<file path="config.mk">
export PLATFORM = sky130hd
export DESIGN_NAME = countdown_timer
export DESIGN_NICKNAME = d
export VERILOG_FILES = /design/src/rtl/countdown_pkg.sv /design/src/rtl/countdown_timer_tick_prescaler.sv /design/src/rtl/countdown_timer.sv
export SDC_FILE = /design/constraint.sdc
export NUM_CORES = 1
export LEC_CHECK = 0
export BUFFER_PORTS_ARGS = -buffer_cell sky130_fd_sc_hd__buf_2
export CORE_MARGIN = 4
export CORE_UTILIZATION = 25
export CTS_BUF_LIST = sky130_fd_sc_hd__clkbuf_16
export DETAILED_ROUTE_END_ITERATION = 8
export HOLD_SLACK_MARGIN = 0.15
export SLEW_MARGIN = 40
export SYNTH_ARGS = -nofsm -noshare
export SYNTH_HDL_FRONTEND = slang
export SYNTH_SLANG_ARGS = --single-unit
</file>
<file path="constraint.sdc">
create_clock -name clk -period 2.4 [get_ports clk]
set_clock_uncertainty 0.1 [all_clocks]
set_input_delay 0.48 -clock clk [delete_from_list [all_inputs] [get_ports clk]]
set_output_delay 0.48 -clock clk [all_outputs]
set_load 0.01 [all_outputs]
</file>
<file path="src/rtl/countdown_pkg.sv">
`default_nettype none
// ============================================================================
//  Module   : countdown_pkg
//  Purpose  : Shared types and helpers for the countdown_timer block.
//             State encoding for the timer FSM and the width helper for the
//             prescale counter.
//  Revision : 1.0 - initial release
// ============================================================================
package countdown_pkg;

    // Timer states; 2-bit encoding stored directly in the state register.
    typedef enum logic [1:0] {
        IDLE = 2'd0,
        RUN  = 2'd1,
        HOLD = 2'd2,
        DONE = 2'd3
    } cd_state_t;

    // Width of the prescale counter: enough bits to hold PRESCALE-1,
    // never less than one bit so PRESCALE=1 still has a legal vector.
    function automatic int prescale_width(input int prescale);
        if (prescale <= 2) begin
            return 1;
        end
        return $clog2(prescale);
    endfunction

endpackage : countdown_pkg
`default_nettype wire

</file>
<file path="src/rtl/countdown_timer_tick_prescaler.sv">
`default_nettype none
// ============================================================================
//  Module   : tick_prescaler
//  Purpose  : Divides the clock by PRESCALE while 'run' is high. 'strobe'
//             marks the cycle whose edge should decrement the timer. The
//             count holds whenever 'run' is low, which gives the parent an
//             exact pause/resume without extra bookkeeping. 'clr' restarts
//             the division from zero.
//  Revision : 1.0 - initial release
// ============================================================================
module tick_prescaler
    import countdown_pkg::*;
#(
    parameter int PRESCALE = 1
) (
    input  logic clk,
    input  logic reset,
    input  logic run,
    input  logic clr,
    output logic strobe
);

    localparam int             c_W    = prescale_width(PRESCALE);
    localparam logic [c_W-1:0] c_LAST = c_W'(PRESCALE - 1);
    localparam logic [c_W-1:0] c_ONE  = c_W'(1);

    logic [c_W-1:0] r_cnt;
    logic           w_at_last;

    assign w_at_last = (r_cnt == c_LAST);
    assign strobe    = run && w_at_last;

    // Prescale count: clear on request, advance only while running,
    // wrap to zero on the strobe cycle, otherwise hold.
    always_ff @(posedge clk or posedge reset) begin
        if (reset) begin
            r_cnt <= '0;
        end else if (clr) begin
            r_cnt <= '0;
        end else if (run) begin
            r_cnt <= w_at_last ? '0 : (r_cnt + c_ONE);
        end
    end

endmodule : tick_prescaler
`default_nettype wire

</file>
<file path="src/rtl/countdown_timer.sv">
`default_nettype none
// ============================================================================
//  Module   : countdown_timer
//  Purpose  : Loadable down-counter. A loaded value is counted down once
//             every PRESCALE clocks after 'start'; 'pause' freezes the count
//             and prescale phase, a later 'start' resumes exactly. On expiry
//             q reaches 0 and zero_tick pulses for one cycle.
//  Options  : COUNTDOWN_AUTO_RELOAD_EN - on expiry reload q from the value
//             captured at the last accepted load and keep running (a zero
//             reload value still finishes in DONE).
//  Revision : 1.0 - initial release
// ============================================================================
module countdown_timer
    import countdown_pkg::*;
#(
    parameter int N        = 8,
    parameter int PRESCALE = 1
) (
    input  logic         clk,
    input  logic         reset,
    input  logic         load,
    input  logic [N-1:0] load_val,
    input  logic         start,
    input  logic         pause,
    output logic [N-1:0] q,
    output logic         busy,
    output logic         zero_tick
);

    localparam logic [N-1:0] c_ONE = N'(1);

    cd_state_t    r_state;
    logic [N-1:0] r_q;
    logic         r_zero_tick;

`ifdef COUNTDOWN_AUTO_RELOAD_EN
    logic [N-1:0] r_reload;
`endif

    logic w_q_zero;
    logic w_is_run;
    logic w_run;
    logic w_start_ok;
    logic w_clr;
    logic w_strobe;

    // Decode of current state and the start qualification shared by the
    // FSM and the prescaler. Load outranks start in every non-RUN state,
    // and a start on an empty count is ignored.
    assign w_q_zero   = (r_q == '0);
    assign w_is_run   = (r_state == RUN);
    assign w_run      = w_is_run && !pause;
    assign w_start_ok = !w_is_run && !load && start && !w_q_zero;
    // Resuming from HOLD keeps the prescale phase; a fresh start restarts it.
    assign w_clr      = w_start_ok && (r_state != HOLD);

    tick_prescaler #(
        .PRESCALE (PRESCALE)
    ) u_prescaler (
        .clk    (clk),
        .reset  (reset),
        .run    (w_run),
        .clr    (w_clr),
        .strobe (w_strobe)
    );

    // Timer FSM together with the count, expiry pulse and reload registers.
    always_ff @(posedge clk or posedge reset) begin
        if (reset) begin
            r_state     <= IDLE;
            r_q         <= '0;
            r_zero_tick <= 1'b0;
`ifdef COUNTDOWN_AUTO_RELOAD_EN
            r_reload    <= '0;
`endif
        end else begin
            r_zero_tick <= 1'b0;
            case (r_state)
                RUN: begin
                    if (pause) begin
                        r_state <= HOLD;
                    end else if (w_strobe && !w_q_zero) begin
                        if (r_q == c_ONE) begin
                            r_zero_tick <= 1'b1;
`ifdef COUNTDOWN_AUTO_RELOAD_EN
                            if (r_reload != '0) begin
                                r_q <= r_reload;
                            end else begin
                                r_q     <= '0;
                                r_state <= DONE;
                            end
`else
                            r_q     <= '0;
                            r_state <= DONE;
`endif
                        end else begin
                            r_q <= r_q - c_ONE;
                        end
                    end
                end
                default: begin
                    // IDLE, HOLD and DONE share the load > start priority.
                    if (load) begin
                        r_q     <= load_val;
                        r_state <= IDLE;
`ifdef COUNTDOWN_AUTO_RELOAD_EN
                        r_reload <= load_val;
`endif
                    end else if (w_start_ok) begin
                        r_state <= RUN;
                    end
                end
            endcase
        end
    end

    assign q         = r_q;
    assign busy      = (r_state == RUN) || (r_state == HOLD);
    assign zero_tick = r_zero_tick;

endmodule : countdown_timer
`default_nettype wire

</file>
==> flow_summary_export.csv <==
group,metric,value,unit
run_status,run_status,"complete, no violations",
die,core,2810,um^2
synthesis,synth_edf_count,0,
clock_network,post_cts_resized,0,
synthesis,synth_common_cells,"11 x dfrtp_1, 8 x inv_1, 8 x o21ai_0",
synthesis,synth_top_area_share,36.6,%
die,fp.dieW,62.8,um
synthesis,ys.flop_type,"dfrtp_1",
detailed_routing,drt_iter0_drc,17,
sta,finalSetupViolations,0,
synthesis,ys_ff_latch,11,
synthesis,synthesis.area,752,um^2
setup_path,path_class,"register to register",
clock_network,htree_levels,1,
sta,hold_ws,148,ps
setup_path,start_kind,"register",
synthesis,yosysTopAreaCell,"dfrtp_1",
clock_network,cts_tree,"yes",
sta,drv_slew,0,
cells_and_area,drive_gt1_share,34.0,%
detailed_routing,vias_per_cell,5.22,
synthesis,yosysMostFrequentCell,"dfrtp_1",
detailed_routing,vias,700,
cells_and_area,antennaDiodeCount,0,
clock_network,insertion_delay,240,ps
synthesis,async_flop_share,100,%
detailed_routing,drcViolationCount,0,
detailed_routing,dr.pass1.iters,5,
clock_network,cts_buffer_depth,2,
clock_network,holdBufCountCts,0,
global_route,grt_max_degree,15,
sta,period_share,86.6,%
clock_network,post_cts_buffers,0,
clock_network,cts_root_buf,"clkbuf_16",
global_route,grt_pass1_vias,712,
sta,tightest_slew,471,ps
die,pin_count,23,
setup_path,worstSetupEndpointType,"register",
flow_run,cap_violations,0,
power_and_ir_drop,leakagePower,0.473,nW
detailed_routing,wl_per_cell,14.2,um
synthesis,syn_area_per_cell,9.52,um^2
synthesis,ys_warn_count,0,
power_and_ir_drop,power.density,1370,nW/um^2
die,rows,19,
cells_and_area,finish.net_count,121,
synthesis,netlist-cell-type-count,32,
detailed_routing,final_antenna_net_count,0,
place,place.gp.congestion,0.795,
die,start_util,26.8,%
clock_network,cts.sinks,11,
clock_network,cts_made_buffers,3,
setup_path,r2r_cells,6,
sta,layout_setup_ws,321,ps
setup_path,cp.arrival,2100,ps
sta,rsz0062_at_grt,"false",
synthesis,seq_area_frac_synth,36.6,%
synthesis,ys_top_cells_by_area,"dfrtp_1 37%, ha_1 6.7%, a22o_1 5.8%, o21ai_0 5.3%, o2bb2ai_1 4.7%",
power_and_ir_drop,ir_worst_vdd,0.000400,V
cells_and_area,synthToLayoutAreaGrowth,29.6,%
die,die-area,3950,um^2
clock_network,path_clk_slew,40,ps
global_route,grt-ovfl-total,0,
synthesis,syn_inst,79,
sta,tns,0,ps
place,dp_slack,337,ps
detailed_routing,wl,1900,um
min_path,hold_path_class,"input pin to async pin",
global_route,antenna_found_initial,0,
cells_and_area,utilization,34.7,%
setup_path,cp_data_required_time,2420,ps
die,die_h,62.8,um
sta,max_clock_freq,0.481,GHz
global_route,grt.total_usage,10.9,%
synthesis,syn_nets,96,
setup_path,path_max_fanout,10,
place,dp_hpwl,1420,um
global_route,grt_pass1_wl,3350,um
place,port_buffers,22,
sta,final_hold_viol_count,0,
sta,slew-limit-headroom,68.5,%
sta,period_needed,2080,ps
[through the flow]
| step | instances | area (um^2) | power [W] |
|---|---|---|---|
| 6_report | 134 | 975 | 0.00134 |
| 3_5_place_dp | 130 | 896 | 0.00104 |
| 3_3_place_gp | 130 | 896 | 0.00102 |
| 5_1_grt | 134 | 975 | 0.00147 |
| 2_1_floorplan | 79 | 752 | 0.000833 |
| 4_1_cts | 134 | 975 | 0.00134 |
[cells in the final DEF, fill, tap and decap left out]
master / Yosys / layout
or4bb_1: 1 / 1
dfrtp_1: 11 / 11
or3_4: 1 / 1
or4_4: 1 / 1
a22o_1: 5 / 5
nor2_1: 4 / 4
o21ai_0: 8 / 8
o2bb2ai_1: 4 / 4
buf_2: 1 / 22
o32ai_1: 1 / 1
clkbuf_16: 0 / 3
o21ai_4: 1 / 1
ha_1: 4 / 4
a221oi_1: 1 / 1
o41ai_1: 1 / 1
nor4_1: 1 / 1
a21oi_1: 1 / 1
a21bo_2: 1 / 1
nor3_1: 2 / 2
and3_1: 2 / 2
nor2b_1: 1 / 1
nand2_1: 4 / 4
a211o_1: 1 / 1
o21ai_1: 1 / 1
mux2_2: 1 / 1
o221a_2: 2 / 2
nor4b_1: 1 / 1
or3b_2: 2 / 2
buf_4: 0 / 1
or3_1: 1 / 1
mux2i_1: 1 / 1
inv_1: 8 / 9
nand2b_1: 3 / 3
[kinds of logic after synthesis]
| group | synth area share (%) |
|---|---|
| flops | 36.6 |
| simple gates | 20.0 |
| buf+inv | 5.66 |
| mux | 2.83 |
| compound gates | 28.3 |
| fa+ha+maj | 6.66 |
[power by group]
group	internal, W	switching, W	total (W)	leakage, nW
Sequential	0.000267	0.000112	0.000379	0.138
Clock	0.000218	0.0000802	0.000299	0.0423
Combinational	0.000305	0.000353	0.000658	0.293
Total	0.000791	0.000545	0.00134	0.473
[worst max-delay path, stage by stage, from the launching register on]
cell,delay (ps)
dfrtp_1,390
inv_1,110
ha_1,170
or3b_2,490
o21ai_4,280
o21ai_1,120
a211o_1,300
[per-layer routing]
metal / share of wire (%) / up-vias / global-route usage [%]
met5: 0 / - / 0
met4: 2.2 / 0 / 4.96
met3: 5.8 / 5 / 3.96
met2: 44 / 24 / 15.8
met1: 47 / 329 / 14.2
li1: - / 342 / -
[registers in the layout, indices dropped and copies added (netlist names)]
register   cells
r_state        2
q              8
zero_tick      1
[path summary, 6_finish.rpt]
kind                                  from         end  slack [ps]
worst max-delay path                  q[1]        q[7]         320
worst min-delay path                 reset  r_state[0]         150
worst max register to register        q[1]        q[7]         320
worst min register to register  r_state[1]  r_state[1]         460
min in group clk                     pause   zero_tick         360
max in group asynchronous            reset        q[4]        1730
[layout make-up]
cell class	instances	area [um^2]
clock inverters	1	3.75
inverters	8	30.0
repair buffers	23	118
multi-input cells	57	434
flip-flops and latches	11	275
clock buffers	3	75.1
fillers	311	1830
well taps	31	38.8
No activity file was read; power rests on OpenSTA's default activity.
